$ cat src/rtl/scoreboard_pkg.sv
// Shared scoreboard display definitions: seven-segment glyphs (bit0=a .. bit6=g)
// and the display-multiplexer state encodings.
package scoreboard_pkg;

    localparam logic [6:0] SEG_0    = 7'h3F;
    localparam logic [6:0] SEG_1    = 7'h06;
    localparam logic [6:0] SEG_2    = 7'h5B;
    localparam logic [6:0] SEG_3    = 7'h4F;
    localparam logic [6:0] SEG_4    = 7'h66;
    localparam logic [6:0] SEG_5    = 7'h6D;
    localparam logic [6:0] SEG_6    = 7'h7D;
    localparam logic [6:0] SEG_7    = 7'h07;
    localparam logic [6:0] SEG_8    = 7'h7F;
    localparam logic [6:0] SEG_9    = 7'h6F;
    localparam logic [6:0] SEG_DASH = 7'h40;

    typedef enum logic [1:0] {
        GAP_T = 2'd0,
        ONES  = 2'd1,
        GAP_O = 2'd2,
        TENS  = 2'd3
    } disp_state_t;

endpackage

$ cat src/rtl/bcd_to_seg7.sv
// Combinational BCD to seven-segment decoder; non-decimal codes show a dash.
module bcd_to_seg7
    import scoreboard_pkg::*;
(
    input  logic [3:0] bcd,
    output logic [6:0] seg
);

    always_comb begin
        seg = SEG_DASH;
        case (bcd)
            4'd0:    seg = SEG_0;
            4'd1:    seg = SEG_1;
            4'd2:    seg = SEG_2;
            4'd3:    seg = SEG_3;
            4'd4:    seg = SEG_4;
            4'd5:    seg = SEG_5;
            4'd6:    seg = SEG_6;
            4'd7:    seg = SEG_7;
            4'd8:    seg = SEG_8;
            4'd9:    seg = SEG_9;
            default: seg = SEG_DASH;
        endcase
    end

endmodule

$ cat src/rtl/score_display_mux.sv
// Time-multiplexed two-digit seven-segment driver with blank gaps between digits,
// frame-boundary digit sampling, leading-zero blanking and frame-based blinking.
module score_display_mux
    import scoreboard_pkg::*;
#(
    parameter int REFRESH_DIV  = 1000,
    parameter int GAP_CYCLES   = 16,
    parameter int BLINK_FRAMES = 64
) (
    input  logic       clk_i,
    input  logic       rst_i,
    input  logic [3:0] tens_i,
    input  logic [3:0] ones_i,
    input  logic       blank_lead_i,
    input  logic       blink_i,
    output logic [6:0] seg_o,
    output logic [1:0] dig_o
);

    localparam int MAX_DWELL = (REFRESH_DIV > GAP_CYCLES) ? REFRESH_DIV : GAP_CYCLES;
    localparam int CW        = (MAX_DWELL > 1) ? $clog2(MAX_DWELL) : 1;
    localparam int BW        = (BLINK_FRAMES > 1) ? $clog2(BLINK_FRAMES) : 1;

    localparam logic [CW-1:0] REF_LAST   = CW'(REFRESH_DIV - 1);
    localparam logic [CW-1:0] GAP_LAST   = CW'(GAP_CYCLES - 1);
    localparam logic [BW-1:0] BLINK_LAST = BW'(BLINK_FRAMES - 1);

    disp_state_t   state, next_state;
    logic [CW-1:0] dwell_cnt;
    logic          dwell_last;
    logic          frame_start;

    logic [3:0]    tens_sh, ones_sh;
    logic          blank_sh;

    logic [BW-1:0] blink_cnt, next_blink_cnt;
    logic          blink_on, next_blink_on;
    logic          blink_act, next_blink_act;

    logic [3:0]    dec_in;
    logic [6:0]    dec_seg;
    logic          tens_blank;
    logic [6:0]    next_seg;
    logic [1:0]    next_dig;

    bcd_to_seg7 u_dec (
        .bcd (dec_in),
        .seg (dec_seg)
    );

    always_ff @(posedge clk_i) begin
        if (rst_i) begin
            state     <= GAP_T;
            dwell_cnt <= '0;
        end else begin
            state     <= next_state;
            dwell_cnt <= (next_state != state) ? '0 : dwell_cnt + 1'b1;
        end
    end

    always_comb begin
        next_state = state;
        dwell_last = 1'b0;
        case (state)
            GAP_T: begin
                dwell_last = (dwell_cnt == GAP_LAST);
                if (dwell_last) next_state = ONES;
            end
            ONES: begin
                dwell_last = (dwell_cnt == REF_LAST);
                if (dwell_last) next_state = GAP_O;
            end
            GAP_O: begin
                dwell_last = (dwell_cnt == GAP_LAST);
                if (dwell_last) next_state = TENS;
            end
            TENS: begin
                dwell_last = (dwell_cnt == REF_LAST);
                if (dwell_last) next_state = GAP_T;
            end
            default: next_state = GAP_T;
        endcase
    end

    assign frame_start = (state == GAP_T) && dwell_last;

    // The first frame starting with blink_i high only arms the counter, so a
    // blink sequence always opens with BLINK_FRAMES full lit frames.
    always_comb begin
        next_blink_on  = blink_on;
        next_blink_cnt = blink_cnt;
        next_blink_act = blink_act;
        if (frame_start) begin
            if (!blink_i) begin
                next_blink_on  = 1'b1;
                next_blink_cnt = '0;
                next_blink_act = 1'b0;
            end else if (!blink_act) begin
                next_blink_act = 1'b1;
            end else if (blink_cnt == BLINK_LAST) begin
                next_blink_on  = ~blink_on;
                next_blink_cnt = '0;
            end else begin
                next_blink_cnt = blink_cnt + 1'b1;
            end
        end
    end

    // On the frame-start edge the shadow registers are still loading, so the
    // ones glyph must come straight from the input that is being captured.
    always_comb begin
        dec_in     = tens_sh;
        if (frame_start) begin
            dec_in = ones_i;
        end else if (next_state == ONES) begin
            dec_in = ones_sh;
        end
        tens_blank = blank_sh && (tens_sh == 4'd0);
        next_seg   = '0;
        next_dig   = 2'b00;
        if (next_blink_on) begin
            case (next_state)
                ONES: begin
                    next_dig = 2'b01;
                    next_seg = dec_seg;
                end
                TENS: begin
                    if (!tens_blank) begin
                        next_dig = 2'b10;
                        next_seg = dec_seg;
                    end
                end
                default: begin
                    next_dig = 2'b00;
                    next_seg = '0;
                end
            endcase
        end
    end

    always_ff @(posedge clk_i) begin
        if (rst_i) begin
            tens_sh   <= '0;
            ones_sh   <= '0;
            blank_sh  <= 1'b0;
            blink_cnt <= '0;
            blink_on  <= 1'b1;
            blink_act <= 1'b0;
            seg_o     <= '0;
            dig_o     <= 2'b00;
        end else begin
            if (frame_start) begin
                tens_sh  <= tens_i;
                ones_sh  <= ones_i;
                blank_sh <= blank_lead_i;
            end
            blink_cnt <= next_blink_cnt;
            blink_on  <= next_blink_on;
            blink_act <= next_blink_act;
            seg_o     <= next_seg;
            dig_o     <= next_dig;
        end
    end

endmodule
$ cat config.mk
export PLATFORM = sky130hd
export DESIGN_NAME = score_display_mux
export DESIGN_NICKNAME = d
export VERILOG_FILES = /design/src/rtl/scoreboard_pkg.sv /design/src/rtl/bcd_to_seg7.sv /design/src/rtl/score_display_mux.sv
export SDC_FILE = /design/constraint.sdc
export NUM_CORES = 1
export LEC_CHECK = 0
export CORE_MARGIN = 2
export CORE_UTILIZATION = 49
export CTS_CLUSTER_SIZE = 12
export DETAILED_ROUTE_END_ITERATION = 10
export MAX_ROUTING_LAYER = met4
export PLACE_DENSITY = 0.74
export SETUP_SLACK_MARGIN = 0.15
export SYNTH_ARGS = -nofsm -noshare
export SYNTH_HDL_FRONTEND = slang
export SYNTH_SLANG_ARGS = --single-unit
$ cat constraint.sdc
create_clock -name clk_i -period 2.4 [get_ports clk_i]
set_input_delay 0.24 -clock clk_i [delete_from_list [all_inputs] [get_ports clk_i]]
set_output_delay 0.24 -clock clk_i [all_outputs]
set_load 0.01 [all_outputs]
# After elaboration in Yosys (flattened, before gate mapping)
# Memories as Yosys holds them, arrays and structs flattened.
# Cells that the tools add are included.
[op_classes] n_eq_ne=10 bitwise_logic=2 n_mux=20 n_addsub=2 reduce_logical=9
[op_table] op="two-way mux 6 bit" n=3
[op_table] op="case mux 7 bit (2 select lines)" n=1
[op_table] op="adder 10 x 1 -> 10 bit, second input constant" n=1
[op_table] op="equality test 10 bit, second input constant" n=1
[op_table] op="equality test 10 x 4 -> 1 bit, second input constant" n=1
[op_table] op="two-way mux 2 bit" n=5
[op_table] op="two-way mux 4 bit" n=2
[op_table] op="case mux 2 bit (4 select lines)" n=1
[op_table] op="OR reduction 2 bit" n=4
[op_table] op="two-way mux 7 bit" n=1
[op_table] op="adder 6 x 1 -> 6 bit, second input constant" n=1
[op_table] op="equality test 2 bit, second input constant" n=3
[op_table] op="equality test 6 bit, second input constant" n=1
[op_table] op="two-way mux 1 bit" n=5
[op_table] op="equality test 2 x 1 -> 1 bit, second input constant" n=2
[op_table] op="logical NOT 4 bit" n=1
[op_table] op="case mux 2 bit (2 select lines)" n=1
[op_table] op="logical AND 1 bit" n=2
[op_table] op="logical NOT 2 bit" n=1
[op_table] op="inequality test 2 x 1 -> 1 bit, second input constant" n=1
[op_table] op="inequality test 2 bit" n=1
[op_table] op="inverter 1 bit" n=2
[op_table] op="case mux 1 bit (2 select lines)" n=1
[op_table] op="AND reduction 2 bit" n=1
[totals] mem_bits_ro=112 wordCells=54 memories=1 regBits=38
[mem_list] memory="(no name shown)" words=16 word_bits=7 rd=1 rd_ports_with_merged_regs=0 wr=0 line="bcd_to_seg7.sv:11" text="case (bcd)"

# Logic depth before layout (Yosys ltp)
# An unclocked memory read counts as a cell.
[depth] depth_word=9 depth_mapped=11 mapped_depth_nobuf=9

# Modules after synthesis
# A second synthesis with hierarchy kept.
[unflattened] hier_cells=225 area_unflattened_um2=1946.9
[by_module_without_submodules] module="score_display_mux" area_each_um2=1721.7 cells_per_inst=196 instances=1 seq_area_each_um2=760.7
[by_module_without_submodules] module="bcd_to_seg7" area_each_um2=225.2 cells_per_inst=29 instances=1 seq_area_each_um2=0.0

# Worst setup path after synthesis
# No wires, ideal clock.
[synth_path] path_type="register -> register" startpoint="reg dwell_cnt[0]" endpoint="reg seg_o[5]" n_path_buf=2 stages_incl_launch_ff=11 path_slack_ns=-0.085 arrival_ns=2.410 path_cell_list="dfxtp_1 ha_1 and3_1 buf_2 and4b_1 buf_4 o31ai_1 inv_1 ha_1 or3_1 a31oi_1"
[synth_via] elab_chain_cells=9
[synth_lines] element="start: declaration" line="score_display_mux.sv:29" text="logic [CW-1:0] dwell_cnt;"
[synth_lines] element="start signal: assignment" line="score_display_mux.sv:57" text="dwell_cnt <= (next_state != state) ? '0 : dwell_cnt + 1'b1;"
[synth_lines] element="equality test 10 bit / equality test 10 x 4 -> 1 bit (equally long branches)"
[synth_lines] element="two-way mux 2 bit, on equally long branches"
[synth_lines] element="case mux 2 bit (4 select lines)" line="score_display_mux.sv:64" text="case (state)"
[synth_lines] element="equality test 2 x 1 -> 1 bit" line="score_display_mux.sv:115, score_display_mux.sv:122"
[synth_lines] element="two-way mux 4 bit" line="score_display_mux.sv:115" text="end else if (next_state == ONES) begin"
[synth_lines] element="two-way mux 4 bit" line="score_display_mux.sv:113" text="if (frame_start) begin"
[synth_lines] element="memory read (16 x 7 bit)"
[synth_lines] element="two-way mux 7 bit" line="score_display_mux.sv:128" text="if (!tens_blank) begin"
[synth_lines] element="case mux 7 bit (2 select lines)" line="score_display_mux.sv:122" text="case (next_state)"
[synth_lines] element="end signal: assignment" line="score_display_mux.sv:160" text="seg_o <= next_seg;"
[synth_lines] element="end: declaration" line="score_display_mux.sv:16" text="output logic [6:0] seg_o,"
# Several ways; a longest one is shown, not always the timed one.
# A chain may end at the register's enable or synchronous reset.

# Final worst setup path
[layout_path] startpoint="reg state[0]" endpoint="reg seg_o[3]"
[layout_via] elab_chain_cells=8
[layout_lines] element="start: declaration" line="score_display_mux.sv:28" text="disp_state_t state, next_state;"
[layout_lines] element="start signal: assignment" line="score_display_mux.sv:56" text="state <= next_state;"
[layout_lines] element="equality test 2 bit, or another cell as far along" line="score_display_mux.sv:64"
[layout_lines] element="case mux 2 bit (4 select lines) / OR reduction 2 bit (equally long branches)"
[layout_lines] element="equality test 2 x 1 -> 1 bit / case mux 1 bit (2 select lines) (equally long branches)" line="score_display_mux.sv:115, score_display_mux.sv:122, score_display_mux.sv:64"
[layout_lines] element="two-way mux 4 bit / logical AND 1 bit (equally long branches)" line="score_display_mux.sv:115, score_display_mux.sv:85"
[layout_lines] element="two-way mux 4 bit" line="score_display_mux.sv:113"
[layout_lines] element="memory read (16 x 7 bit)"
[layout_lines] element="two-way mux 7 bit" line="score_display_mux.sv:128"
[layout_lines] element="case mux 7 bit (2 select lines)" line="score_display_mux.sv:122"
# Several ways; a longest one is shown, not always the timed one.

==> impl_metrics.py <==
metrics = {
    "run_status": {
        "status": "finished, final reports clean",
    },
    "placed_design": {
        "gp_congestion": 0.9032,
        "port_buffers": 20,
        "dp_hpwl_microns": 2676,
        "dpl.cell_count": 270,
        "pre_cts_ws_ns": 0.06576,
    },
    "setup_path": {
        "required_ns": 2.67,
        "arrival_ns": 2.63,
        "path_delay_family": "simple AND/OR/NAND/NOR gates",
        "path_cells": "nor3_1, nand4b_1, buf_4, nand2_2, o211a_4, inv_1, ha_1, or3_1, a31oi_1",
        "path_buf_inv": 2,
        "max_stage_delay_ns": 0.38,
        "end_kind": "flop",
        "slowest_stage": "dfxtp_1",
        "path_class": "flop to flop",
        "cp_max_fo": 5,
        "cp-start-kind": "flop",
    },
    "final_layout": {
        "layout_commonest_cell": "nand2_1",
        "most-common-layout-cells": "35 x nand2_1, 30 x dfxtp_1, 22 x buf_4",
        "final_nets": 264,
        "drive_gt1_share_pct": 22.36,
        "syn_to_final_growth_pct": 31.20,
        "antennaDiodeCount": 0,
        "instances_no_fill": 292,
        "postLayoutCoreUtil_pct": 67.75,
    },
    "timing": {
        "period_share_pct": 98.28,
        "fmax_mhz": 424.0,
        "tightest_slew_ns": 0.5084,
        "layout_min_cycle_time_ns": 2.359,
        "final-setup-viol-count": 0,
        "maxSlewViolCount": 0,
        "rsz0062_at_grt": "yes",
        "slew_headroom_pct": 65.80,
        "hold_violations": 0,
        "skew_ns": 0.007235,
        "layout_setup_ws_ns": 0.04138,
    },
    "grt": {
        "grt_pass1_vias": 1526,
        "grt_first_pass_wirelength_microns": 6920,
        "grt_max_degree": 19,
        "antenna_found_initial": 0,
        "grt-ovfl-total": 0,
        "grt.total_usage_pct": 22.36,
    },
    "routing": {
        "vias": 1585,
        "wl_per_cell_microns": 13.72,
        "drtIter0Drc": 70,
        "ant_nets": 0,
        "routed_wl_microns": 4005,
        "viasPerCell": 5.428,
        "drcViolationCount": 0,
        "firstDrtPassIters": 4,
    },
    "logic_synthesis": {
        "syn_inst": 203,
        "yosys-top-cells-area": "dfxtp_1 44%, nand2_1 8.2%, a21oi_1 5.5%",
        "synth_xor_area_share_pct": 5.548,
        "synth_compound_area_share_pct": 14.19,
        "async_flop_share_pct": 0,
        "synth_nets": 222,
        "ys_warn_count": 0,
        "synth_mux_area_share_pct": 0.6484,
        "yosysTopAreaCell": "dfxtp_1",
        "synth_edf_count": 0,
        "yosysUniqueCellTypes": 38,
        "synth_top_family_by_area": "simple AND/OR/NAND/NOR gates",
        "ys_seq_area_share_pct": 43.80,
        "synthFlopType": "dfxtp_1",
        "synth-simple-area-share_pct": 27.67,
        "ys_ff_latch": 38,
        "yosys.area_share.adder_pct": 5.043,
        "synth.cell_area_sq_mm": 0.001737,
        "synth_top_area_share_pct": 43.80,
        "syn_avg_cell_area_sq_um": 8.555,
    },
    "clock_network": {
        "cts.sinks": 38,
        "root_buffer": "clkbuf_4",
        "cts-buffers-inserted": 5,
        "cts_tree": "yes",
        "htreeDepth": 2,
        "clkTransAtPathRegs_ns": 0.11,
        "worstSkewPairLatency_ns": 0.34,
        "clockBufferDepth": 2,
    },
    "floorplan": {
        "dieArea_sq_mm": 0.004037,
        "initial_core_util_pct": 51.64,
        "core_area_sq_mm": 0.003363,
        "num_io_pins": 21,
        "row_count": 21,
        "fp.dieH_microns": 63.54,
        "die_w_microns": 63.54,
    },
    "flow_run": {
        "maxCapViolCount": 0,
    },
    "power_and_ir_drop": {
        "p_leak_uw": 0.0008634,
        "p_per_area_mw_per_mm2": 453.1,
        "ir_drop_v": 0.0004176,
        "p_total_uw": 1032,
    },
    "worst_hold_path": {
        "hold_path.class": "input pin to flop",
    },
}
[flip-flops by register name (all words and copies together) (netlist names)]
| register | flops |
|---|---|
| ones_sh | 4 |
| blank_sh | 1 |
| dwell_cnt | 10 |
| blink_cnt | 6 |
| seg_o | 7 |
| state | 2 |
| dig_o | 2 |
| blink_on | 1 |
| tens_sh | 4 |
| blink_act | 1 |
[synth_stat cells (all sizes together) (4+ instances only)]
library cell,number
a21oi,19
a31oi,4
and3,4
buf,4
clkbuf,4
dfxtp,38
ha,7
inv,4
nand2,38
nand3,8
nand4,5
nor2,18
nor3,4
nor4,4
or3,7
xnor2,7
xor2,4
[metal layers]
layer,global-route usage [%],share of wire (%),vias to the layer above,wire length [microns]
met5,-,0,-,0
met2,35.66,49,36,1973
met4,10.05,1.7,0,70
met1,27.32,45,742,1788
met3,4.464,4.3,7,173
li1,-,-,800,-
[worst paths after layout]
| check | start | end | slack, ns | cells after the start |
|---|---|---|---|---|
| worst min register to register | dwell_cnt[0] | dwell_cnt[0] | 0.45 | 1 |
| worst min-delay path | tens_i[3] | tens_sh[3] | 0.44 | 3 |
| worst max register to register | state[0] | seg_o[3] | 0.04 | 9 |
| worst max-delay path | state[0] | seg_o[3] | 0.04 | 9 |
[cells by family (layout without fill, tap and decap cells)]
group / Yosys count / count (layout)
simple gates: 96 / 96
fa+ha+maj: 7 / 7
compound gates: 38 / 38
flops: 38 / 38
xor+xnor: 11 / 11
buf+inv: 12 / 55
mux: 1 / 1
[what timing repair did]
| action | CTS | global route |
|---|---|---|
| buffers inserted | 10 | 4 |
| hold buffers | 0 | 0 |
| resized for setup | 7 | 9 |
| pin swaps | 11 | 7 |
| endpoints found under the setup margin | 7 | 7 |
[area by class of cell]
cell class              count  area [sq um]
clock inverters             1         5.005
well taps                  46         57.56
inverters                   4         15.01
multi-input cells         153         998.5
flip-flops and latches     38         770.7
fillers                   284          1085
repair buffers             43         376.6
clock buffers               7         55.05
[stage by stage]
step | setup TNS [ns] | area (sq um) | hold slack, ns
2_1_floorplan | 0 | 1792 | 0.3805
3_3_place_gp | 0 | 2064 | 0.4271
3_5_place_dp | 0 | 2064 | 0.4414
4_1_cts | 0 | 2217 | 0.4319
5_1_grt | -0.08466 | 2278 | 0.4445
6_report | 0 | 2278 | 0.4394
[worst register-to-register path, stage by stage, from the launching register on]
cell and delay, ns:
dfxtp_1 0.38, nor3_1 0.34, nand4b_1 0.24, buf_4 0.21, nand2_2 0.08, o211a_4 0.17
inv_1 0.06, ha_1 0.30, or3_1 0.35, a31oi_1 0.16
[power breakdown]
| part | internal, uW | switching, uW | total [uW] | leakage [uW] |
|---|---|---|---|---|
| Clock | 142 | 199 | 341 | 0.0000353 |
| Sequential | 636 | 5.89 | 642 | 0.000311 |
| Combinational | 28.5 | 20.6 | 49.2 | 0.000518 |
Note: power is estimated with default switching activity, not from simulation.
